### src/rtl/ps2_mouse_packet_decoder.sv
// ps2_mouse_packet_decoder: assembles 3-byte PS/2 mouse packets into buttons + 9-bit deltas.
// Latency: outputs and mouse_data_valid register one cycle after the Y-byte strobe is sampled.
// Backpressure: none; one byte per cycle accepted, consumer must sample on mouse_data_valid.
//
// Ports:
//   CLOCK_50, reset (sync, active-high)
//   ps2_received_data[7:0], ps2_received_data_en : byte stream from the PS/2 controller
//   left/right/middle_button                     : buttons of the last accepted packet
//   mouse_delta_x/y[8:0]                         : {sign, byte} deltas (Y positive = up)
//   mouse_data_valid                             : one-cycle pulse per emitted packet
//   sync_error                                   : one-cycle pulse per dropped byte/timeout/discarded packet
module ps2_mouse_packet_decoder #(
  parameter int TIMEOUT_CYCLES = 500_000,
  parameter bit DROP_OVERFLOW  = 1'b1
) (
  input  logic       CLOCK_50,
  input  logic       reset,
  input  logic [7:0] ps2_received_data,
  input  logic       ps2_received_data_en,
  output logic       left_button,
  output logic       right_button,
  output logic       middle_button,
  output logic [8:0] mouse_delta_x,
  output logic [8:0] mouse_delta_y,
  output logic       mouse_data_valid,
  output logic       sync_error
);

  localparam int GAP_W = (TIMEOUT_CYCLES > 2) ? $clog2(TIMEOUT_CYCLES) : 1;
  localparam logic [GAP_W-1:0] GAP_MAX = GAP_W'(TIMEOUT_CYCLES - 1);

  typedef enum logic [1:0] {
    WAIT_HDR = 2'd0,
    WAIT_X   = 2'd1,
    WAIT_Y   = 2'd2
  } state_t;

  state_t           r_state;
  state_t           w_next_state;

  // Header fields kept individually; bit3 is only a framing marker.
  logic [2:0]       r_hdr_btn;
  logic             r_hdr_sx;
  logic             r_hdr_sy;
  logic             r_hdr_ovx;
  logic             r_hdr_ovy;
  logic [7:0]       r_x;
  logic             r_first_seen;
  logic [GAP_W-1:0] r_gap;

  logic             w_hdr_ld;
  logic             w_x_ld;
  logic             w_pkt_done;
  logic             w_bad_hdr;
  logic             w_timeout;
  logic             w_expired;
  logic             w_init_resp;
  logic             w_ovf;
  logic             w_emit;
  logic             w_drop;
  logic [8:0]       w_dx;
  logic [8:0]       w_dy;

  assign w_expired   = (r_gap == GAP_MAX);
  // ACK / self-test responses only appear before the first good packet.
  assign w_init_resp = !r_first_seen &&
                       ((ps2_received_data == 8'hFA) || (ps2_received_data == 8'hAA));

  always_ff @(posedge CLOCK_50) begin
    if (reset) begin
      r_state <= WAIT_HDR;
    end else begin
      r_state <= w_next_state;
    end
  end

  always_comb begin
    w_next_state = r_state;
    w_hdr_ld     = 1'b0;
    w_x_ld       = 1'b0;
    w_pkt_done   = 1'b0;
    w_bad_hdr    = 1'b0;
    w_timeout    = 1'b0;
    case (r_state)
      WAIT_HDR: begin
        if (ps2_received_data_en && !w_init_resp) begin
          if (ps2_received_data[3]) begin
            w_hdr_ld     = 1'b1;
            w_next_state = WAIT_X;
          end else begin
            w_bad_hdr = 1'b1;
          end
        end
      end
      WAIT_X: begin
        // A byte arriving on the expiry cycle still wins over the timeout.
        if (ps2_received_data_en) begin
          w_x_ld       = 1'b1;
          w_next_state = WAIT_Y;
        end else if (w_expired) begin
          w_timeout    = 1'b1;
          w_next_state = WAIT_HDR;
        end
      end
      WAIT_Y: begin
        if (ps2_received_data_en) begin
          w_pkt_done   = 1'b1;
          w_next_state = WAIT_HDR;
        end else if (w_expired) begin
          w_timeout    = 1'b1;
          w_next_state = WAIT_HDR;
        end
      end
      default: w_next_state = WAIT_HDR;
    endcase
  end

  // Packet evaluation; an overflowed axis saturates toward its sign.
  assign w_ovf  = r_hdr_ovx || r_hdr_ovy;
  assign w_emit = w_pkt_done && !(w_ovf && DROP_OVERFLOW);
  assign w_drop = w_pkt_done && w_ovf && DROP_OVERFLOW;
  assign w_dx   = r_hdr_ovx ? (r_hdr_sx ? 9'h101 : 9'h0FF) : {r_hdr_sx, r_x};
  assign w_dy   = r_hdr_ovy ? (r_hdr_sy ? 9'h101 : 9'h0FF) : {r_hdr_sy, ps2_received_data};

  always_ff @(posedge CLOCK_50) begin
    if (reset) begin
      r_hdr_btn        <= 3'b000;
      r_hdr_sx         <= 1'b0;
      r_hdr_sy         <= 1'b0;
      r_hdr_ovx        <= 1'b0;
      r_hdr_ovy        <= 1'b0;
      r_x              <= 8'h00;
      r_first_seen     <= 1'b0;
      left_button      <= 1'b0;
      right_button     <= 1'b0;
      middle_button    <= 1'b0;
      mouse_delta_x    <= 9'h000;
      mouse_delta_y    <= 9'h000;
      mouse_data_valid <= 1'b0;
      sync_error       <= 1'b0;
    end else begin
      mouse_data_valid <= w_emit;
      sync_error       <= w_bad_hdr || w_timeout || w_drop;
      if (w_hdr_ld) begin
        r_hdr_btn <= ps2_received_data[2:0];
        r_hdr_sx  <= ps2_received_data[4];
        r_hdr_sy  <= ps2_received_data[5];
        r_hdr_ovx <= ps2_received_data[6];
        r_hdr_ovy <= ps2_received_data[7];
      end
      if (w_x_ld) begin
        r_x <= ps2_received_data;
      end
      if (w_emit) begin
        left_button   <= r_hdr_btn[0];
        right_button  <= r_hdr_btn[1];
        middle_button <= r_hdr_btn[2];
        mouse_delta_x <= w_dx;
        mouse_delta_y <= w_dy;
        r_first_seen  <= 1'b1;
      end
    end
  end

  // Inter-byte gap: cleared by any strobe or while idle, saturating otherwise.
  always_ff @(posedge CLOCK_50) begin
    if (reset || ps2_received_data_en || (r_state == WAIT_HDR)) begin
      r_gap <= '0;
    end else if (!w_expired) begin
      r_gap <= r_gap + GAP_W'(1);
    end
  end

endmodule

### config.mk
export PLATFORM = sky130hd
export DESIGN_NAME = ps2_mouse_packet_decoder
export DESIGN_NICKNAME = d
export VERILOG_FILES = /design/src/rtl/ps2_mouse_packet_decoder.sv
export SDC_FILE = /design/constraint.sdc
export NUM_CORES = 1
export LEC_CHECK = 0
export ABC_AREA = 1
export CAP_MARGIN = 20
export CORE_MARGIN = 2
export CORE_UTILIZATION = 25
export DETAILED_ROUTE_END_ITERATION = 8
export SYNTH_ARGS = -nofsm -noshare
export SYNTH_HDL_FRONTEND = slang
export SYNTH_SLANG_ARGS = --single-unit
### constraint.sdc
create_clock -name CLOCK_50 -period 2 [get_ports CLOCK_50]
set_clock_uncertainty 0.2 [all_clocks]
set_input_delay 0.5 -clock CLOCK_50 [delete_from_list [all_inputs] [get_ports CLOCK_50]]
set_output_delay 0.5 -clock CLOCK_50 [all_outputs]
set_load 0.01 [all_outputs]
==> summary.md, run 1 <==
| Metric | Value |
|---|---|
| Final setup viols | `0` |
| Drt initial violations | `approximately 130` |
| Final hold vios | `0` |
| Antenna fix cells | `0` |
| Critical path launch point type | `register` |
| Critical-path cell list | `clkdlybuf4s50_1` |
| Final worst path period need | `between 1.5 and 2 ns` |
| GRT Total Usage | `between 10 and 15%` |
| Pre-Repair DR Iteration Count | `4` |
| Largest net degree at the start of global routing | `33` |
| Routed vias | `2566` |
| Io pins | `34` |
| Final ANT Viol Nets | `0` |
| Family with the most delay on the worst path | `buffers and inverters` |
| CTS Sinks | `60` |
| Die ar. | `between 10000 and 15000 µm²` |
| Vias in the first global route | `between 2000 and 3000` |
| Post-route insts no fill | `569` |
| Final nets | `approximately 440` |
| Core Area | `roughly 10000 µm²` |
| Flop and latch count out of synthesis | `60` |
| Initial Util | `roughly a quarter` |
| Die Span Y | `roughly 110 µm` |
| CTS tree | `done` |
| F_max | `511 MHz` |
| Max_slew headroom | `approximately 73%` |
| Max-Cap Viols | `0` |
| Reg2reg end | `r_state[1]` |
| Synthesis Warnings | `0` |
| Worst R2R Start | `r_gap[0]` |
| Hpwl dp | `roughly 4900 µm` |
| CP Class | `reg2out` |
| Fin crit share | `97.8%` |
| Status | `completed` |
| Vias per inst | `around 4.5` |
| Mapped cell area | `2700 µm²` |
| CTS resizes | `0` |
| Die W | `between 100 and 150 µm` |
| Max Slew Vio Count | `0` |
| Most frequent cells in the layout | `nor2_1 (66), nand2_1 (62), dfxtp_1 (60)` |
| Number of buffers created by CTS | `9` |
| CTS Root Cell | `clkbuf_8` |
| IO Port Bufs | `33` |
| Post-synthesis cell count | `around 380` |
| Post-CTS Setup Repair Bufs | `0` |
| Max IR drop VDD | `around 0.00035 V` |
| Total global routing overflow | `0` |
| Clk buf depth | `2` |
| Slew @ Worst Pin | `between 0.3 and 0.4 ns` |
| Fillers | `1117` |
| Slowest CP cell | `clkdlybuf4s50_1` |
| CTS H-tree depth | `3` |
| DRC viols | `0` |
| Share of cells above drive strength 1 | `a little under an eighth` |
| Hold Buf Count CTS | `0` |
| Row Count | `37` |
| RSZ-0062 raised after global routing | `no` |
| Flop-to-flop setup slack | `between 0.2 and 0.25 ns` |
| Hold Crit Class | `reg2reg` |
| Clk Latency, worst-skew pair | `roughly 0.36 ns` |
| Critical path arrival | `roughly 1.3 ns` |
| CP Capture Type | `output pin` |
| Worst Hold Endpoint | `r_x[1]` |
| Antenna violations before repair | `0` |
| Library cells used by synthesis | `31` |
| Finished Cell Area | `roughly 3500 µm²` |
| Power Dens Cells | `around 730 nW/µm²` |
| Hold_sp | `r_x[1]` |
| Area Overhead vs Synth | `29.3%` |
| Commonest non-fill, non-tap cell in the layout | `nor2_1` |
| Final Power | `approximately 2600 µW` |
| Hold depth | `2` |
| P_leak | `about 0.0014 µW` |
| Routability congestion estimate | `0.872` |
| Reg clk slew, reported paths | `roughly 0.090 ns` |
| Avg Cell Area, Syn | `roughly 7.2 µm²` |
| Crit Path Max Fanout | `2` |
| Global-route wire length before repair | `between 10000 and 15000 µm` |
| Crit path required time | `about 1.3 ns` |
| Worst Path Buf+Inv | `1` |
| Worst Reg-to-Reg Cells | `8` |
| Crit-path max cell delay | `0.56 ns` |
| Synthesized Nets | `a little under 400` |
| Final wirelength | `just under 7000 µm` |
| Sequential cell area fraction in the yosys report | `~45%` |
| Placed cell count | `between 500 and 600` |
| Wire per inst | `11.9 µm` |
| Placed cell areas | `approximately 3300 µm²` |
[worst max-delay path by stage]
| stage | startpoint | to | cells after the start |
|---|---|---|---|
| floorplan | r_state[0] | mouse_delta_x[0] | 8 |
| global placement | ps2_received_data[4] | r_hdr_ovx | 9 |
| detailed placement | ps2_received_data_en | r_state[1] | 9 |
| CTS | mouse_delta_x[7] | mouse_delta_x[7] | 1 |
| global route | mouse_delta_y[3] | mouse_delta_y[3] | 1 |
| finish | mouse_delta_x[6] | mouse_delta_x[6] | 1 |
[cell usage after synthesis]
cell       n  share of area (%)
nor2_1    66                9.2
nand2_1   62                8.6
dfxtp_1   60                 45
o21ai_0   52                9.7
inv_1     40                5.6
a21oi_1   37                6.9
nand3_1    9                1.7
buf_2      7                1.3
ha_1       5                2.3
nor3_1     5               0.93
clkbuf_1   3               0.42
inv_2      3               0.42
nand4_1    3               0.70
o21ai_1    3               0.56
nand2_2    2               0.46
nor2_2     2               0.46
nor3_2     2               0.74
nor3_4     2                1.2
or2_0      2               0.46
a211oi_1   1               0.28
buf_1      1               0.14
clkbuf_2   1               0.19
nand3_2    1               0.37
nand3_4    1               0.65
nand3b_1   1               0.28
nand4_2    1               0.46
nor2_4     1               0.42
o21a_1     1               0.28
o21bai_1   1               0.28
o22ai_1    1               0.23
xnor2_1    1               0.32
[through the flow]
stage | hold slack (ns) | TNS [ns] | setup WS [ns] | utilization (%)
after floorplan | 0.224 | 0 | 0.442 | -
after global placement | 0.237 | -1.22 | -0.0778 | 31.7
final | 0.249 | 0 | 0.0439 | 33.5
after detailed placement | 0.238 | -2.22 | -0.122 | 31.7
after CTS | 0.250 | 0 | 0.0153 | 33.4
after global routing | 0.273 | 0 | 0.00216 | 33.5
[layer usage]
metal	part of all wire, %	track usage (%)
met1	47	15.3
met2	46	21.2
met3	4.6	3.81
met4	1.9	5.49
met5	0	0
[layout make-up]
| class | count | area, µm² | share of cell area, % |
|---|---|---|---|
| tap | 136 | 170 | 4.88 |
| multi-input combinational | 262 | 1280 | 36.7 |
| sequential | 60 | 1200 | 34.4 |
| inverter | 43 | 161 | 4.63 |
| timing repair buffer | 52 | 495 | 14.2 |
| clock inverter | 7 | 56.3 | 1.61 |
| clock buffer | 9 | 124 | 3.55 |
[registers in the layout, indices dropped and copies added, names as in the netlist]
name              flops
r_hdr_ovy             1
sync_error            1
r_hdr_btn             3
r_first_seen          1
r_hdr_sy              1
mouse_delta_y         9
r_gap                19
r_hdr_sx              1
mouse_delta_x         9
r_hdr_ovx             1
r_state               2
right_button          1
left_button           1
r_x                   8
middle_button         1
mouse_data_valid      1
[logic make-up after synthesis]
group	after synthesis	share of synthesized area, %
XOR/XNOR	1	0.325
adder cells (fa/ha/maj)	5	2.32
AND/OR/NAND/NOR	160	26.6
AO/OA/AOI/OAI	96	18.1
flip-flops	60	44.5
buffers and inverters	55	8.03
[where the power goes]
| part | switching, µW | total (µW) | internal (µW) |
|---|---|---|---|
| sequential | 27.8 | 1270 | 1240 |
| clock | 545 | 1010 | 463 |
| combinational | 149 | 278 | 128 |
| total | 722 | 2550 | 1830 |
Note: power is estimated with default switching activity, not from simulation.
==> run 2, diff against run 1 <==
--- a/config.mk
+++ b/config.mk
@@ -9,7 +9,9 @@
 export CAP_MARGIN = 20
 export CORE_MARGIN = 2
 export CORE_UTILIZATION = 25
+export CTS_CLUSTER_DIAMETER = 80
 export DETAILED_ROUTE_END_ITERATION = 8
+export REMOVE_ABC_BUFFERS = 1
 export SYNTH_ARGS = -nofsm -noshare
 export SYNTH_HDL_FRONTEND = slang
 export SYNTH_SLANG_ARGS = --single-unit
==> run 2 against run 1 <==
  * Power rose by 3.5%
  * Critical path type unchanged
  * Cell area rose by 1.2%
  * Clock-buffer cell count did not move
==> summary.md, run 2 (synthesis results as in run 1) <==
| Metric | Value |
|---|---|
| Final ANT Viol Nets | `0` |
| Critical-path cell list | `clkdlybuf4s50_1` |
| CTS tree | `done` |
| GRT Total Usage | `roughly 12%` |
| CP Capture Type | `output pin` |
| Largest net degree at the start of global routing | `32` |
| Placed cell count | `around 550` |
| Vias in the first global route | `2454` |
| Crit path required time | `roughly 1.3 ns` |
| Antenna fix cells | `0` |
| Final wirelength | `around 6400 µm` |
| Pre-Repair DR Iteration Count | `4` |
| CTS Root Cell | `clkbuf_8` |
| Final setup viols | `0` |
| Total global routing overflow | `0` |
| Family with the most delay on the worst path | `buffers and inverters` |
| P_leak | `approximately 0.0014 µW` |
| Max Slew Vio Count | `0` |
| Clk buf depth | `2` |
| Max IR drop VDD | `0.000321 V` |
| Hold Buf Count CTS | `0` |
| Most flops, register | `r_gap` |
| Hpwl dp | `between 4000 and 5000 µm` |
| Slew @ Worst Pin | `about 0.42 ns` |
| Post-route insts no fill | `570` |
| Core Area | `between 10000 and 15000 µm²` |
| Post-place setup slack | `-0.146 ns` |
| Fin crit share | `a little over nine tenths` |
| Routed vias | `2530` |
| Hold Crit Class | `reg2reg` |
| Crit Path Max Fanout | `2` |
| Max-Cap Viols | `0` |
| Critical path arrival | `1.24 ns` |
| CTS resizes | `0` |
| RSZ-0062 raised after global routing | `no` |
| Area Overhead vs Synth | `30.9%` |
| Smallest setup slack after layout | `0.0640 ns` |
| F_max | `roughly 520 MHz` |
| Vias per inst | `around 4.4` |
| Reg clk slew, reported paths | `~0.080 ns` |
| Routability congestion estimate | `approximately 0.8` |
| Worst Path Buf+Inv | `1` |
| Max_slew headroom | `between 70 and 80%` |
| Commonest non-fill, non-tap cell in the layout | `nor2_1` |
| Wire per inst | `11.2 µm` |
| CTS H-tree depth | `3` |
| CP Class | `reg2out` |
| Die W | `108 µm` |
| Post-CTS Setup Repair Bufs | `0` |
| Die ar. | `around 12000 µm²` |
| Status | `completed` |
| Antenna violations before repair | `0` |
| IO Port Bufs | `33` |
| CTS Sinks | `60` |
| Slowest CP cell | `clkdlybuf4s50_1` |
| Row Count | `37` |
| Initial Util | `25.9%` |
| Global-route wire length before repair | `approximately 11000 µm` |
| Most frequent cells in the layout | `nor2_1 (66), nand2_1 (62), dfxtp_1 (60)` |
| Number of buffers created by CTS | `9` |
| Die Span Y | `roughly 110 µm` |
| Power Dens Cells | `~750 nW/µm²` |
| Final hold vios | `0` |
| Clk Latency, worst-skew pair | `roughly 0.34 ns` |
| Final nets | `roughly 450` |
| Share of cells above drive strength 1 | `11.8%` |
| DRC viols | `0` |
| Crit-path max cell delay | `between 0.5 and 0.6 ns` |
| Critical path launch point type | `register` |
| Drt initial violations | `140` |
| Io pins | `34` |
| Top flop regs | `r_gap: 19 flops, mouse_delta_x: 9 flops, mouse_delta_y: 9 flops` |
| Final worst path period need | `a little under 2 ns` |
| Max reg flops | `19` |
[run 2: changes by cell type in the layout (fill, tap and decap cells not counted), moves of 2 or more]
cell / delta
clkdlybuf4s50_1: +4
dlymetal6s2s_1: -4
buf_12: +2
inv_6: -2
[run 2: routing by layer]
layer  global-route usage (%)  vias to the layer above  share of wire (%)
met1                     14.9                     1134                 48
met3                     3.21                       10                4.8
met4                     3.75                        0                1.4
li1                         -                     1323                  -
met2                     20.3                       63                 46
met5                        0                        -                  0
[run 2: power by group]
group          switching [µW]  total, µW  internal [µW]
logic                     146        278            132
clock network             517       1100            581
registers                26.9       1260           1240
[run 2: final cells by class]
type	instances	area, µm²
clock buffers	9	124
clock inverters	7	75.1
fillers	1101	6890
inverters	43	161
multi-input cells	262	1280
flip-flops and latches	60	1200
well taps	136	170
repair buffers	53	518
[run 2: worst paths after layout]
kind	to	from	cells past startpoint	slack, ns
setup / recovery	mouse_delta_x[2]	mouse_delta_x[2]	1	0.06
hold / removal	r_x[7]	r_x[7]	2	0.25
setup reg to reg	r_gap[14]	r_gap[0]	6	0.26
hold reg to reg	r_x[7]	r_x[7]	2	0.25
[run 2: through the flow]
stage	hold WS (ns)	utilization [%]	setup TNS (ns)	power, µW	area [µm²]
2_1_floorplan	0.226	-	0	1420	2640
3_3_place_gp	0.236	32.0	-1.84	1570	3330
3_5_place_dp	0.239	32.0	-2.05	1570	3330
4_1_cts	0.251	33.9	0	2680	3530
5_1_grt	0.279	33.9	0	2780	3530
6_report	0.248	33.9	0	2640	3530
[run 2: worst register-to-register path, cell delays in order, from the launching register on]
cell and delay, ns:
dfxtp_1 0.38, ha_1 0.21, nand3_1 0.16, nor3_4 0.21, nand3_1 0.19, nand3b_1 0.20
a21oi_1 0.13
==> run 3, diff against run 2 <==
==> constraint.sdc (replaced) <==
create_clock -name CLOCK_50 -period 1.75 [get_ports CLOCK_50]
set_clock_uncertainty 0.2 [all_clocks]
set_input_delay 0.4375 -clock CLOCK_50 [delete_from_list [all_inputs] [get_ports CLOCK_50]]
set_output_delay 0.4375 -clock CLOCK_50 [all_outputs]
set_load 0.01 [all_outputs]
==> run 3 against run 2 <==
  * Register-to-register slack worse by 0.19 ns
  * Final cell count increased by 0.88%
  * Die area did not move
  * Utilization is 1.2 points higher
  * Clock-buffer cell count increased by 2
  * Via count up 1.5%
  * Worst hold slack is essentially flat
  * Cell area up 3.5%
  * Global-route usage is essentially flat
  * Highest routed layer unchanged
==> summary.md, run 3 (synthesis results as in run 1) <==
| Metric | Value |
|---|---|
| CP Capture Type | `register` |
| F_max | `just under 600 MHz` |
| Vias in the first global route | `approximately 2500` |
| Hold depth | `2` |
| Vias per inst | `between 4 and 5` |
| Routed vias | `~2600` |
| Area Overhead vs Synth | `35.5%` |
| Critical path launch point type | `primary input` |
| CTS Root Cell | `clkbuf_8` |
| Share of cells above drive strength 1 | `15.7%` |
| Final ANT Viol Nets | `0` |
| Total global routing overflow | `0` |
| Hold Crit Class | `reg2reg` |
| DRC viols | `0` |
| Antenna fix cells | `0` |
| Fin crit share | `about 97%` |
| Power Dens Cells | `between 900 and 1000 nW/µm²` |
| Top flop regs | `r_gap: 19 flops, mouse_delta_x: 9 flops, mouse_delta_y: 9 flops` |
| Max IR drop VDD | `around 0.00037 V` |
| Global-route wire length before repair | `11200 µm` |
| Wire per inst | `about 11 µm` |
| Status | `completed` |
| Smallest setup slack after layout | `0.0579 ns` |
| Hold Buf Count CTS | `0` |
| Io pins | `34` |
| IO Port Bufs | `33` |
| Max reg flops | `19` |
| CP Class | `in2reg` |
| Final setup viols | `0` |
| Final hold vios | `0` |
| CTS H-tree depth | `3` |
| Max-Cap Viols | `0` |
| GRT Total Usage | `approximately 12%` |
| Die ar. | `about 12000 µm²` |
| Family with the most delay on the worst path | `buffers and inverters` |
| Die Span Y | `around 110 µm` |
| Number of buffers created by CTS | `9` |
| Slew @ Worst Pin | `0.360 ns` |
| Placed cell count | `about 560` |
| CTS Sinks | `60` |
| Worst Reg-to-Reg Cells | `7` |
| Commonest non-fill, non-tap cell in the layout | `nor2_1` |
| Clk buf depth | `2` |
| Largest net degree at the start of global routing | `32` |
| Final wirelength | `roughly 6500 µm` |
| Post-route insts no fill | `about 580` |
| Critical path arrival | `1.76 ns` |
| Most flops, register | `r_gap` |
| Clk Latency, worst-skew pair | `roughly 0.33 ns` |
| Post-place setup slack | `-0.337 ns` |
| Antenna violations before repair | `0` |
| Drt initial violations | `roughly 120` |
| Core Area | `between 10000 and 15000 µm²` |
| Worst Path Buf+Inv | `2` |
| Fillers | `~1100` |
| Crit path required time | `1.82 ns` |
| Most frequent cells in the layout | `nor2_1 (65), nand2_1 (60), dfxtp_1 (57)` |
| Post-CTS Setup Repair Bufs | `0` |
| Crit-path max cell delay | `~0.5 ns` |
| Critical-path cell list | `clkdlybuf4s50_1, nand2_1, nor2_2, nand3_2, buf_4, nand3_1, nand2_2, nand2_1, nand2_1, a21oi_1` |
| Max Slew Vio Count | `0` |
| CTS tree | `done` |
| Initial Util | `25.9%` |
| P_leak | `about 0.0016 µW` |
| CP dominant cell by count | `nand2_1` |
| Reg clk slew, reported paths | `roughly 0.070 ns` |
| Max_slew headroom | `roughly 76%` |
| RSZ-0062 raised after global routing | `yes` |
| Crit. path cell count | `10` |
| Pre-Repair DR Iteration Count | `5` |
| Hpwl dp | `about 4800 µm` |
| Routability congestion estimate | `0.808` |
| Final worst path period need | `between 1.5 and 2 ns` |
| Slowest CP cell | `clkdlybuf4s50_1` |
| Row Count | `37` |
| Final nets | `450` |
| Die W | `108 µm` |
| Crit Path Max Fanout | `3` |
run 3: cell types whose count changed in the layout (fill, tap and decap cells not counted), moves of 3 or more:
cell,delta
dlygate4sd2_1,+23
clkdlybuf4s50_1,-29
clkinv_4,-3
buf_4,+5
dfxtp_2,+3
dlymetal6s2s_1,+6
dfxtp_1,-3
run 3: what timing repair did:
action	4_1_cts	5_1_grt
endpoints found under the setup margin	23	21
pin swaps	0	3
resized for setup	23	24
hold endpoints to repair	0	0
run 3: worst paths after layout:
check,slack (ns),to,from
max,0.06,r_state[0],ps2_received_data[7]
min,0.25,r_x[7],r_x[7]
max reg2reg,0.07,middle_button,r_state[0]
min reg2reg,0.25,r_x[7],r_x[7]
run 3: worst min-delay path, cell delays in order, from the launching register on:
cell and delay [ns]:
dfxtp_1 0.30, inv_1 0.05, a21oi_1 0.05
run 3: final cells by class:
| cell class | instances | area, µm² | area share [%] |
|---|---|---|---|
| Timing Repair Buffer | 58 | 533 | 14.6 |
| Clock inverter | 5 | 106 | 2.91 |
| Inverter | 43 | 164 | 4.49 |
| Sequential cell | 60 | 1200 | 33.0 |
| Clock buffer | 11 | 151 | 4.14 |
| Multi-Input combinational cell | 262 | 1320 | 36.2 |
| Tap cell | 136 | 170 | 4.66 |
run 3: routing by layer:
metal	global-route usage, %	part of all wire (%)	up-vias
li1	-	-	1339
met1	14.1	45	1161
met2	20.8	48	55
met3	3.51	5.1	13
met4	4.21	1.7	0
met5	0	0	-
run 3: power by group:
part | switching [µW] | total [µW] | internal (µW)
logic | 176 | 317 | 141
clock network | 576 | 1600 | 1030
registers | 28.1 | 1440 | 1420
run 3: per-stage QoR:
step | power, µW | area, µm² | hold WS, ns | utilization (%) | setup TNS [ns]
after floorplan | 1620 | 2640 | 0.226 | - | -0.614
after global placement | 1790 | 3350 | 0.235 | 32.2 | -12.50
after detailed placement | 1800 | 3350 | 0.241 | 32.2 | -11.76
after CTS | 3410 | 3580 | 0.252 | 34.4 | 0
after global routing | 3510 | 3650 | 0.277 | 35.1 | -0.0288
final | 3370 | 3650 | 0.248 | 35.1 | 0
